## src/rtl/obj_line_scan_if.sv

```systemverilog
// Object-RAM read port plus the hit stream toward the sprite line renderer.
interface obj_line_scan_if;
  logic [8:0]  obj_addr;
  logic [63:0] obj_q64;
  logic        out_valid;
  logic        out_ready;
  logic [63:0] out_obj;
  logic [6:0]  out_row;

  modport master (output obj_addr, out_valid, out_obj, out_row,
                  input  obj_q64, out_ready);
  modport slave  (input  obj_addr, out_valid, out_obj, out_row,
                  output obj_q64, out_ready);
endinterface

```

## src/rtl/obj_line_scan.sv

```systemverilog
// Per-scanline object walker: reads each entry, tests its vertical extent against the line,
// and queues hits (entry + row) in a show-ahead FIFO; reads stall when the FIFO could overfill.
module obj_line_scan #(
  parameter int MAX_HITS   = 32,
  parameter int FIFO_DEPTH = 4
) (
  input  logic                   clk,
  input  logic                   reset,
  input  logic                   line_start,
  input  logic [8:0]             line,
  input  logic [9:0]             obj_count,
  obj_line_scan_if.master        bus,
  output logic                   busy,
  output logic                   done,
  output logic                   overflow
);
  localparam int PW = $clog2(FIFO_DEPTH);
  localparam int CW = PW + 1;
  localparam int HW = $clog2(MAX_HITS + 1);

  typedef enum logic [1:0] {IDLE, SCAN, FLUSH} state_t;
  state_t state, state_nxt;

  logic [8:0]    line_q, addr_q;
  logic [9:0]    count_q;
  logic          rd_vld;
  logic [HW-1:0] hit_cnt;
  logic [PW-1:0] wr_ptr, rd_ptr;
  logic [CW-1:0] fifo_cnt;
  logic [70:0]   fifo_mem [FIFO_DEPTH];
  logic          issue, last_issue, done_nxt;
  logic          hit, push, drop, pop;
  logic [8:0]    delta, height;

  // Compare the entry returned for last cycle's read; a restart discards it.
  assign delta  = line_q - bus.obj_q64[8:0];
  assign height = 9'd16 << bus.obj_q64[10:9];
  assign hit    = rd_vld && !line_start && (delta < height);
  assign push   = hit && (hit_cnt < HW'(MAX_HITS));
  assign drop   = hit && !(hit_cnt < HW'(MAX_HITS));
  assign pop    = bus.out_valid && bus.out_ready;

  always_ff @(posedge clk or posedge reset) begin
    if (reset) state <= IDLE;
    else       state <= state_nxt;
  end

  always_comb begin
    state_nxt = state;
    if (line_start) begin
      state_nxt = (obj_count == 10'd0) ? IDLE : SCAN;
    end else begin
      case (state)
        SCAN:    if (last_issue) state_nxt = FLUSH;
        FLUSH:   state_nxt = IDLE;
        default: state_nxt = state;
      endcase
    end
  end

  // The in-flight read reserves a FIFO slot, so a hit never meets a full FIFO.
  always_comb begin
    issue      = (state == SCAN) && !line_start &&
                 (({1'b0, fifo_cnt} + {{CW{1'b0}}, rd_vld}) < (CW+1)'(FIFO_DEPTH));
    last_issue = issue && ({1'b0, addr_q} == count_q - 10'd1);
    done_nxt   = last_issue || (line_start && (obj_count == 10'd0));
    busy       = (state != IDLE);
  end

  always_ff @(posedge clk or posedge reset) begin
    if (reset) begin
      line_q   <= '0;
      count_q  <= '0;
      addr_q   <= '0;
      rd_vld   <= 1'b0;
      hit_cnt  <= '0;
      overflow <= 1'b0;
      done     <= 1'b0;
    end else begin
      done <= done_nxt;
      if (line_start) begin
        line_q   <= line;
        count_q  <= obj_count;
        addr_q   <= '0;
        rd_vld   <= 1'b0;
        hit_cnt  <= '0;
        overflow <= 1'b0;
      end else begin
        rd_vld <= issue;
        if (issue) addr_q   <= addr_q + 9'd1;
        if (push)  hit_cnt  <= hit_cnt + HW'(1);
        if (drop)  overflow <= 1'b1;
      end
    end
  end

  always_ff @(posedge clk or posedge reset) begin
    if (reset) begin
      wr_ptr   <= '0;
      rd_ptr   <= '0;
      fifo_cnt <= '0;
      for (int i = 0; i < FIFO_DEPTH; i++) fifo_mem[i] <= '0;
    end else if (line_start) begin
      wr_ptr   <= '0;
      rd_ptr   <= '0;
      fifo_cnt <= '0;
    end else begin
      if (push) begin
        fifo_mem[wr_ptr] <= {delta[6:0], bus.obj_q64};
        wr_ptr           <= wr_ptr + PW'(1);
      end
      if (pop) rd_ptr <= rd_ptr + PW'(1);
      case ({push, pop})
        2'b10:   fifo_cnt <= fifo_cnt + CW'(1);
        2'b01:   fifo_cnt <= fifo_cnt - CW'(1);
        default: fifo_cnt <= fifo_cnt;
      endcase
    end
  end

  assign bus.obj_addr              = addr_q;
  assign bus.out_valid             = (fifo_cnt != '0);
  assign {bus.out_row, bus.out_obj} = fifo_mem[rd_ptr];

endmodule

```

## src/flat_wrapper.sv

```systemverilog
// flat-port wrapper written by rule: the top's interface ports become plain ports
module obj_line_scan_flat 
#(
  parameter int MAX_HITS   = 32,
  parameter int FIFO_DEPTH = 4
)
  (clk, reset, line_start, line, obj_count, busy, done, overflow, bus_obj_addr, bus_out_valid, bus_out_obj, bus_out_row, bus_obj_q64, bus_out_ready);
  obj_line_scan_if bus_i ();
  input  logic clk;
  input  logic reset;
  input  logic line_start;
  input  logic [8:0] line;
  input  logic [9:0] obj_count;
  output logic busy;
  output logic done;
  output logic overflow;
  output wire logic [$bits(bus_i.obj_addr)-1:0] bus_obj_addr;
  output wire logic [$bits(bus_i.out_valid)-1:0] bus_out_valid;
  output wire logic [$bits(bus_i.out_obj)-1:0] bus_out_obj;
  output wire logic [$bits(bus_i.out_row)-1:0] bus_out_row;
  input wire logic [$bits(bus_i.obj_q64)-1:0] bus_obj_q64;
  input wire logic [$bits(bus_i.out_ready)-1:0] bus_out_ready;
  assign bus_obj_addr = bus_i.obj_addr;
  assign bus_out_valid = bus_i.out_valid;
  assign bus_out_obj = bus_i.out_obj;
  assign bus_out_row = bus_i.out_row;
  assign bus_i.obj_q64 = bus_obj_q64;
  assign bus_i.out_ready = bus_out_ready;
  obj_line_scan #(.MAX_HITS(MAX_HITS), .FIFO_DEPTH(FIFO_DEPTH)) u_core (.clk(clk), .reset(reset), .line_start(line_start), .line(line), .obj_count(obj_count), .bus(bus_i), .busy(busy), .done(done), .overflow(overflow));
endmodule
```

## config.mk

```make
export PLATFORM = sky130hd
export DESIGN_NAME = obj_line_scan_flat
export DESIGN_NICKNAME = d
export VERILOG_FILES = /design/src/rtl/obj_line_scan_if.sv /design/src/rtl/obj_line_scan.sv /design/src/flat_wrapper.sv
export SDC_FILE = /design/constraint.sdc
export NUM_CORES = 1
export LEC_CHECK = 0
export BUFFER_PORTS_ARGS = -buffer_cell sky130_fd_sc_hd__buf_2
export CAP_MARGIN = 0
export CORE_ASPECT_RATIO = 1.75
export CORE_MARGIN = 1.5
export CORE_UTILIZATION = 50
export DETAILED_ROUTE_END_ITERATION = 6
export PLACE_DENSITY = 0.69
export SYNTH_ARGS = -nofsm -noshare
export SYNTH_HDL_FRONTEND = slang
export SYNTH_SLANG_ARGS = --single-unit
export TNS_END_PERCENT = 100
```

## constraint.sdc

```tcl
create_clock -name clk -period 13.5 [get_ports clk]
set_input_delay 2.025 -clock clk [delete_from_list [all_inputs] [get_ports clk]]
set_output_delay 2.025 -clock clk [all_outputs]
set_load 0.02 [all_outputs]
```

==> qor.txt, run 1 <==
Slowest stage cell, crit path = and3_1
Yosys reg bits = 330
Post-route ant nets = 0
Initial Util = 51.1%
CP Launch Point = bus_obj_q64[0]
Critical path class = primary input to register
Initial drt markers = 397
Share of flip-flops with an asynchronous set or reset = 100%
Detailed placer's ending HPWL = 20000 um
Worst reg2reg path startpoint = u_core.line_q[0]
Post-Synth XOR/XNOR Area = 1.33%
Tot GR Track Use = 20.3%
Sequential-to-total area share from yosys stat = 50.0%
Die Height = 243 um
Slew margin rel. = 30.7%
Mux cell area share after synthesis = 36.6%
Final WL = 33200 um
Post-CTS Setup Inserts = 0
Mapped Nets = 1092
Die width = 140 um
Rows = 87
Arrival @ worst endpoint = 6.67 ns
Number of remaining DRC errors = 0
Most common cell after layout, fill and taps aside = dfrtp_1
Worst path max stage delay = 0.82 ns
GP Congestion = 0.792
Power density over cell area = 187 nW/um^2
Final Max Tran Viols = 0
Largest family of logic cells by synthesized area = multiplexers
Maximum VDD drop = 0.000139 V
CTS root buf = clkbuf_16
Yosys Warn Count = 0
Startpoint types = primary input
Avg Cell Area, Syn = 16.8 um^2
Vias in the first global route = 9757
Vias = 8635
Fin cells = 1568
Cell Area, Synth = 16500 um^2
CTS buffer count = 34
Crit. End Element = register
Clk buf depth = 3
Antenna violations before repair = 3
H-Tree Depth = 2
DRT Pass-1 Iters = 4
Clock sinks = 330
Core area = 32300 um^2
Later-pin clock latency in the skew report = 0.52 ns
Post-Synth Adder-Cell Area = 1.68%
Reg-to-reg endpoint = u_core.fifo_mem[228]
Crit path max-delay family = simple AND/OR/NAND/NOR gates
Placed Instances = 1505
Clock skew = 0.0159 ns
CP Max Fanout = 71
Mapped Cells = 984
Crit path capture = u_core.fifo_mem[228]
Hold WC Path Type = register to register
CTS tree = done
Leakage = 9.48 nW
Setup violators final = 0
Crit share post-route = 46.5%
Final Hold Viols = 0
Distinct cells, synth = 54
Crit path cell chain = buf_2, ha_1, fa_1, nand2b_1, a21oi_1, a31oi_1, xnor2_1, ha_1, o21ai_0, a21oi_1, nor3_2, and3_1, nand2_8, mux2_4
Setup_tns = 0 ns
CP bufs+invs = 1
Fin crit period = 6.28 ns
Layout cells sized above 1 = 52.3%
GRT overflow = 0
Critical Path RT = 13.89 ns
Die footprint = 34200 um^2
Vias per cell = 5.51
Critical path depth = 14
Worst-Margin Slew = 1.04 ns
IO Pins = 171
P&R area growth vs syn = 11.3%
RSZ-0062 raised after global routing = false
Compound-cell area share of the yosys netlist = 1.95%
Outcome = completed
Final net count = 1249
Hold_buf cts = 0
Hold path depth = 1
Main flop type after synthesis = dfrtp_1
Clock-pin slew on the worst setup and hold paths = 0.06 ns
Largest net degree at the start of global routing = 192
F_max = 159 MHz
Post-Synth Simple-Gate Area = 3.71%
First-pass GRT wire length = 54600 um
Post-CTS Resized = 0
Worst reg-to-reg setup slack = 8.51 ns
Worst R2R Path Depth = 14
Max cap viols = 0
Port Buffers = 170
WL/cell = 21.2 um
Most frequent cells in the layout = dfrtp_1 (328), mux2_4 (272), buf_2 (170)
Number of enable flip-flop cells after synthesis = 0
-- logic make-up after synthesis --
group	after synthesis
adder cells (fa/ha/maj)	21
AO/OA/AOI/OAI	46
multiplexers	376
XOR/XNOR	25
AND/OR/NAND/NOR	108
flip-flops	330
buffers and inverters	78
-- per-layer routing --
layer,global-route usage [%],routed length [um],up-vias
li1,-,-,3898
met1,26.0,14000,4504
met2,34.6,16900,178
met3,3.16,1200,55
met4,7.59,1020,0
met5,0,0,-
-- power by group --
group	total, mW	switching [mW]	internal, mW
Combinational	1.16	0.547	0.615
Sequential	1.32	0.147	1.18
Clock	0.962	0.395	0.567
Total	3.45	1.09	2.36
-- sequential cells by signal, summed over array words and instances (netlist names) --
name                 flops
u_core.line_q            9
u_core.overflow          1
u_core.fifo_cnt          3
u_core.count_q          10
u_core.done              1
u_core.wr_ptr            2
u_core.hit_cnt           6
u_core.rd_ptr            2
u_core.state             2
u_core.rd_vld            1
u_core.bus.obj_addr      9
u_core.fifo_mem        284
-- cell usage after synthesis, types with 5 or more instances --
cell type  instances  share of area (%)
dfrtp_1          330                 50
mux2_4           272                 25
mux4_2            71                9.7
buf_12            29                3.5
nor2_1            26               0.59
inv_1             25               0.57
nand2_1           24               0.55
mux2_2            22                1.5
ha_1              19                1.4
o21ai_0           14               0.42
xnor2_1           13               0.69
a21oi_1           12               0.36
clkbuf_1          12               0.27
xor2_1            12               0.64
mux2i_1           11               0.67
nand3_1           10               0.30
buf_2              6               0.18
nand4_1            6               0.23
nor3_1             6               0.18
nor2b_1            5               0.19
-- worst reg2reg max path: stages (launching register included) --
cell	delay [ns]
dfrtp_1	0.32
inv_1	0.05
ha_1	0.21
fa_1	0.40
nand2b_1	0.19
a21oi_1	0.21
a31oi_1	0.13
xnor2_1	0.41
ha_1	0.31
o21ai_0	0.18
a21oi_1	0.09
nor3_2	0.26
and3_1	0.82
nand2_8	0.70
mux2_4	0.58
-- final cells by class --
type	count	area [um^2]
well taps	400	500
flip-flops and latches	330	8270
fillers	2522	13900
clock inverters	12	126
multi-input cells	576	7470
diodes	3	7.51
clock buffers	48	1020
inverters	26	105
repair buffers	173	886
-- worst min-delay path by stage --
stage	from	slack, ns	end
floorplan	u_core.hit_cnt[0]	0.47	u_core.hit_cnt[0]
global placement	u_core.fifo_mem[140]	0.49	u_core.fifo_mem[140]
detailed placement	u_core.fifo_mem[132]	0.49	u_core.fifo_mem[132]
CTS	u_core.fifo_mem[140]	0.50	u_core.fifo_mem[140]
global route	u_core.fifo_mem[140]	0.51	u_core.fifo_mem[140]
finish	u_core.fifo_mem[140]	0.50	u_core.fifo_mem[140]
-- metrics by stage --
step	util [%]	area (um^2)	hold WS [ns]	power (mW)	setup slack, ns
6_report	56.9	18400	0.504	3.45	7.22
5_1_grt	56.9	18400	0.510	3.61	6.83
4_1_cts	56.8	18400	0.503	3.49	7.22
3_5_place_dp	53.3	17200	0.489	2.52	6.69
3_3_place_gp	53.3	17200	0.485	2.50	6.84
2_1_floorplan	-	16500	0.466	2.20	2.34
(Power assumes the default switching activity.)
==> run 2, diff against run 1 <==
--- a/config.mk
+++ b/config.mk
@@ -11,7 +11,7 @@
 export CORE_MARGIN = 1.5
 export CORE_UTILIZATION = 50
 export DETAILED_ROUTE_END_ITERATION = 6
-export PLACE_DENSITY = 0.69
+export PLACE_DENSITY = 0.72
 export SYNTH_ARGS = -nofsm -noshare
 export SYNTH_HDL_FRONTEND = slang
 export SYNTH_SLANG_ARGS = --single-unit
==> constraint.sdc (replaced) <==
create_clock -name clk -period 5.5 [get_ports clk]
set_input_delay 0.825 -clock clk [delete_from_list [all_inputs] [get_ports clk]]
set_output_delay 0.825 -clock clk [all_outputs]
set_load 0.02 [all_outputs]
==> run 2 against run 1 <==
Sequential share of layout area shrank 0.48 points. Via count grew 2.4%. Setup slack lost 6.1 ns. Sequential power grew 150%. Total power grew 150%. Wire length grew 3.6%. Global-route usage grew 0.50 points.
==> qor.txt, run 2 (synthesized netlist as in run 1, its figures left out) <==
Outcome = completed
Slew margin rel. = 29.0% (-1.8 points)
Crit share post-route = 79.5%
M1 wire length = 14000 um (-0.18%)
Clock sinks = 330 (unchanged)
Critical path class = primary input to register
NetSw = 2.69 mW (+150%)
Setup violators final = 0 (unchanged)
RSZ-0062 raised after global routing = false
Post-CTS Resized = 0 (unchanged)
IO Pins = 171 (unchanged)
Int Pwr = 5.82 mW (+150%)
Vias per cell = 5.60 (+1.6%)
DRT Pass-1 Iters = 4 (unchanged)
Worst path max stage delay = 0.40 ns (-0.42 ns)
Final Hold Viols = 0 (unchanged)
Pre-CTS setup slack = 0.621 ns (-6.07 ns)
Worst-Margin Slew = 1.07 ns (+0.0267 ns)
Critical Path RT = 5.90 ns (-7.99 ns)
PnR Total Power = 8.51 mW (+150%)
First-pass GRT wire length = 55900 um (+2.4%)
Port Buffers = 170 (unchanged)
Seq. cell area = 8270 um^2 (unchanged)
Final net count = 1261 (+0.96%)
CP Max Fanout = 41 (-42%)
Setup ws final = 1.13 ns (-6.09 ns)
Die Height = 243 um (unchanged)
Max cap viols = 0 (unchanged)
Most common cell after layout, fill and taps aside = dfrtp_1
Clock skew = 0.0145 ns (-0.00139 ns)
Slowest stage cell, crit path = fa_1
Clk buf depth = 3 (unchanged)
Hold WC Path Type = primary input to async pin
CTS root buf = clkbuf_16
Filler cells = 2493 (-1.1%)
Layout cells sized above 1 = 52.8% (+0.53 points)
Max reg flops = 284 (unchanged)
Net Sw Frac = 31.6% (+0.041 points)
Placed instance area = 17400 um^2 (+1.1%)
Met2 WL = 17900 um (+5.7%)
Most frequent cells in the layout = dfrtp_1 (328), mux2_4 (272), buf_2 (170)
GRT overflow = 0 (unchanged)
Fin area = 18600 um^2 (+1.1%)
Die footprint = 34200 um^2 (unchanged)
Uppermost layer routed = met5
WL/cell = 21.7 um (+2.7%)
Setup_tns = 0 ns (unchanged)
CTS buffer count = 34 (unchanged)
Initial drt markers = 360 (-9.3%)
Arrival @ worst endpoint = 4.77 ns (-1.90 ns)
Largest net degree at the start of global routing = 196 (+2.1%)
Seq pwr share = 38.6% (+0.2 points)
CTS tree = done
Fin crit period = 4.37 ns
WL met3 = 1300 um (+8.4%)
Multi-input logic area = 7470 um^2 (unchanged)
Hold_buf cts = 0 (unchanged)
Detailed placer's ending HPWL = 21400 um (+6.8%)
Largest regs = u_core.fifo_mem: 284 flops, u_core.count_q: 10 flops
GP Congestion = 0.822 (+3.8%)
Clk pwr share = 28.0% (about the same)
Power density over cell area = 458 nW/um^2 (+140%)
Crit. End Element = register
Maximum VDD drop = 0.000314 V (+130%)
Antenna violations before repair = 5 (+2)
Vias = 8846 (+2.4%)
Initial Util = 51.1% (unchanged)
Later-pin clock latency in the skew report = 0.52 ns (about the same)
Crit path cell chain = buf_2, ha_1, fa_1, nand2b_1, a21oi_1, a31oi_1, xnor2_1, ha_1, o21ai_0, a21oi_1, nor3_2, and3_1, buf_12, nand2_8, buf_12, mux2_4
P&R area growth vs syn = 12.5%
Tot GR Track Use = 20.8% (+0.50 points)
F_max = 229 MHz
Worst Hold Slack = 0.479 ns (-0.0247 ns)
Logic pwr share = 33.4% (-0.3 points)
Post-route ant nets = 0 (unchanged)
Number of remaining DRC errors = 0 (unchanged)
Core area = 32300 um^2 (unchanged)
Vias in the first global route = 9947 (+1.9%)
Post-CTS Setup Inserts = 0 (unchanged)
Final Max Tran Viols = 0 (unchanged)
H-Tree Depth = 2 (unchanged)
Top reg by flops = u_core.fifo_mem
Rows = 87 (unchanged)
Leakage = 9.59 nW (+1.1%)
Final WL = 34400 um (+3.6%)
Clock-pin slew on the worst setup and hold paths = 0.06 ns (about the same)
Startpoint types = primary input
Die width = 140 um (unchanged)
## run 2: changes by cell type in the layout (fill, tap and decap cells not counted)
| cell | delta |
|---|---|
| buf_12 | +8 |
| clkbuf_8 | +5 |
| buf_4 | +4 |
| bufinv_16 | -1 |
| clkinv_2 | +1 |
| clkinv_4 | -1 |
| clkinvlp_4 | -1 |
| inv_6 | -1 |
| inv_8 | -1 |
## run 2: routing by layer
metal | vias up | GRT usage (%)
li1 | 3927 | -
met3 | 53 | 3.66
met2 | 184 | 36.8
met4 | 2 | 8.17
met1 | 4680 | 25.0
met5 | - | 0
## run 2: final cells by class
type | instances | share of cell area, %
clock inverters | 8 | 0.370
diodes | 3 | 0.0404
multi-input cells | 576 | 40.2
inverters | 26 | 0.546
repair buffers | 185 | 5.79
flip-flops and latches | 330 | 44.5
clock buffers | 53 | 5.85
well taps | 400 | 2.69
## run 2: path summary, 6_finish.rpt
kind	endpoint	slack, ns	cells after the start	from
worst max-delay path	u_core.fifo_mem[94]	1.13	16	bus_obj_q64[0]
worst min-delay path	u_core.count_q[7]	0.48	3	reset
worst max register to register	u_core.fifo_mem[94]	1.23	16	u_core.line_q[0]
worst min register to register	u_core.fifo_mem[133]	0.50	1	u_core.fifo_mem[133]
max in group asynchronous	u_core.fifo_mem[251]	4.07	3	reset
min in group clk	u_core.fifo_mem[133]	0.50	1	u_core.fifo_mem[133]
## run 2: power by group through the flow
stage	logic (mW)	registers (mW)	clock network [mW]
finish	2.84	3.29	2.38
global route	3.03	3.35	2.52
CTS	2.89	3.29	2.43
detailed placement	2.88	3.32	0
global placement	2.84	3.31	0
floorplan	2.28	3.11	0
## run 2: through the flow
step / utilization (%) / cells
after global placement: 53.9 / 1517
after floorplan: - / 984
after global routing: 57.5 / 1581
final: 57.5 / 1581
after CTS: 57.4 / 1578
after detailed placement: 53.9 / 1517
## run 2: worst max-delay path: cells and delay by family
family,cells,cell delay (ns)
compound gates,4,0.56
xor+xnor,1,0.35
fa+ha+maj,3,0.92
buf+inv,3,0.63
mux,1,0.35
simple gates,4,1.05
==> run 3, diff against run 2 <==
==> constraint.sdc (replaced) <==
create_clock -name clk -period 3.9 [get_ports clk]
set_input_delay 0.585 -clock clk [delete_from_list [all_inputs] [get_ports clk]]
set_output_delay 0.585 -clock clk [all_outputs]
set_load 0.02 [all_outputs]
==> run 3 against run 2 <==
Combinational power up 48%. Sequential power rose by 39%. Sequential share of layout area is 0.64 points lower. Clock skew is 0.0023 ns higher. Critical path depth unchanged. Largest cell class unchanged. Count of clock-buffer cells in the layout shrank 10. Clock power increased by 32%. Via count grew 1.1%. Largest power group unchanged.
==> qor.txt, run 3 (synthesized netlist as in run 1, its figures left out) <==
Outcome = completed
Hold WC Path Type = primary input to register
Final net count = 1289 (+2.2%)
Die width = 140 um (unchanged)
Arrival @ worst endpoint = 4.08 ns (-0.69 ns)
Crit share post-route = 94.6%
Max reg flops = 284 (unchanged)
Post-CTS Resized = 0 (unchanged)
Tot GR Track Use = 21.2% (+0.40 points)
Setup_tns = 0 ns (unchanged)
Vias in the first global route = 10000 (+0.87%)
Clk buf depth = 3 (unchanged)
H-Tree Depth = 2 (unchanged)
Antenna violations before repair = 4 (-1)
Critical path class = register to register
Largest net degree at the start of global routing = 78 (-60%)
Leakage = 9.73 nW (+1.4%)
CTS tree = done
Clock-pin slew on the worst setup and hold paths = 0.06 ns (about the same)
Clock sinks = 330 (unchanged)
Core area = 32300 um^2 (unchanged)
Clock skew = 0.0168 ns (+0.00234 ns)
DRT Pass-1 Iters = 4 (unchanged)
CTS root buf = clkbuf_16
Number of remaining DRC errors = 0 (unchanged)
Most common cell after layout, fill and taps aside = dfrtp_1
Initial Util = 51.1% (unchanged)
P&R area growth vs syn = 14.1%
Crit. End Element = register
Vias = 8942 (+1.1%)
WL/cell = 21.6 um (-0.46%)
Port Buffers = 170 (unchanged)
Die footprint = 34200 um^2 (unchanged)
Top reg by flops = u_core.fifo_mem
CTS buffer count = 34 (unchanged)
Most frequent cells in the layout = dfrtp_1 (328), mux2_4 (272), buf_2 (170)
Placed Instances = 1544 (+1.8%)
Initial drt markers = 343 (-4.7%)
Max cap viols = 0 (unchanged)
Filler cells = 2469 (-0.96%)
Setup violators final = 0 (unchanged)
Post-route ant nets = 0 (unchanged)
IO Pins = 171 (unchanged)
Rows = 87 (unchanged)
Fin crit period = 3.69 ns
Layout cells sized above 1 = 54.6% (+1.8 points)
GRT overflow = 0 (unchanged)
Maximum VDD drop = 0.000445 V (+42%)
F_max = 271 MHz
Final Hold Viols = 0 (unchanged)
First-pass GRT wire length = 56300 um (+0.79%)
Fin cells = 1604 (+1.5%)
Slew margin rel. = 28.4% (-0.51 points)
Worst-Margin Slew = 1.07 ns (+0.00545 ns)
Final WL = 34700 um (+0.99%)
CP Max Fanout = 2 (-95%)
Startpoint types = register
Die Height = 243 um (unchanged)
Critical Path RT = 4.29 ns (-1.61 ns)
Detailed placer's ending HPWL = 23000 um (+7.5%)
Largest regs = u_core.fifo_mem: 284 flops, u_core.count_q: 10 flops
Later-pin clock latency in the skew report = 0.52 ns (about the same)
Vias per cell = 5.57 (-0.36%)
Power density over cell area = 631 nW/um^2 (+38%)
Final Max Tran Viols = 0 (unchanged)
GP Congestion = 0.790 (-3.8%)
-- run 3: cell types whose count changed in the layout (fill, tap and decap cells not counted), moves of 3 or more --
cell,previous run,this run
clkbuf_1,6,3
clkinv_2,6,9
clkbuf_8,10,5
buf_12,9,18
buf_4,6,25
-- run 3: path summary, 6_finish.rpt --
kind | start | end | slack (ns) | cells past startpoint
max | u_core.line_q[0] | u_core.fifo_cnt[2] | 0.21 | 16
min | obj_count[9] | u_core.count_q[9] | 0.29 | 3
max reg2reg | u_core.line_q[0] | u_core.fifo_cnt[2] | 0.21 | 16
min reg2reg | u_core.fifo_mem[129] | u_core.fifo_mem[129] | 0.50 | 1
max in group asynchronous | reset | u_core.rd_ptr[0] | 2.62 | 3
min in group asynchronous | reset | u_core.fifo_mem[11] | 0.30 | 2
-- run 3: where the power goes --
part / internal, mW / total [mW] / switching [mW]
combinational: 2.21 / 4.20 / 1.98
sequential: 4.07 / 4.57 / 0.498
clock: 1.80 / 3.14 / 1.33
total: 8.09 / 11.9 / 3.81
-- run 3: layout make-up --
cell class | count | area [um^2] | share of cell area [%]
sequential | 330 | 8270 | 43.8
timing repair buffer | 213 | 1400 | 7.42
antenna | 3 | 7.51 | 0.0398
clock buffer | 43 | 956 | 5.07
clock inverter | 13 | 104 | 0.551
tap | 400 | 500 | 2.65
inverter | 26 | 101 | 0.538
multi-input combinational | 576 | 7520 | 39.9
-- run 3: through the flow --
stage	setup WS, ns	hold slack [ns]	utilization (%)	total power, mW	instance area [um^2]
3_3_place_gp	-0.0820	0.483	55.0	8.76	17800
3_5_place_dp	-0.106	0.489	55.0	8.85	17800
4_1_cts	0.188	0.268	58.3	12.1	18800
5_1_grt	-0.00975	0.289	58.3	12.5	18900
6_report	0.212	0.293	58.3	11.9	18900
2_1_floorplan	-1.09	0.466	-	7.63	16600
-- run 3: routing by layer --
metal,wire (um),share of wire [%],vias to the layer above,track usage [%]
li1,-,-,3983,-
met1,14000,40,4685,26.0
met2,18000,52,199,36.8
met3,1320,3.8,73,3.14
met4,1390,4.0,2,9.41
met5,17,0.049,-,0
-- run 3: critical path, stage by stage (launching register included) --
cell	delay, ns
dfrtp_1	0.33
inv_1	0.07
ha_4	0.17
fa_2	0.39
nand2b_4	0.16
a21oi_2	0.16
xor2_1	0.25
ha_1	0.27
o21ai_0	0.20
a21oi_2	0.11
nor3_2	0.15
and3_4	0.23
nor2_4	0.04
fa_2	0.35
and2_1	0.15
mux2i_1	0.17
mux2_2	0.36
-- run 3: timing repair --
item / in CTS / in global routing
setup endpoints to repair: 0 / 1
setup buffers: 0 / 1
hold buffers: 0 / 0
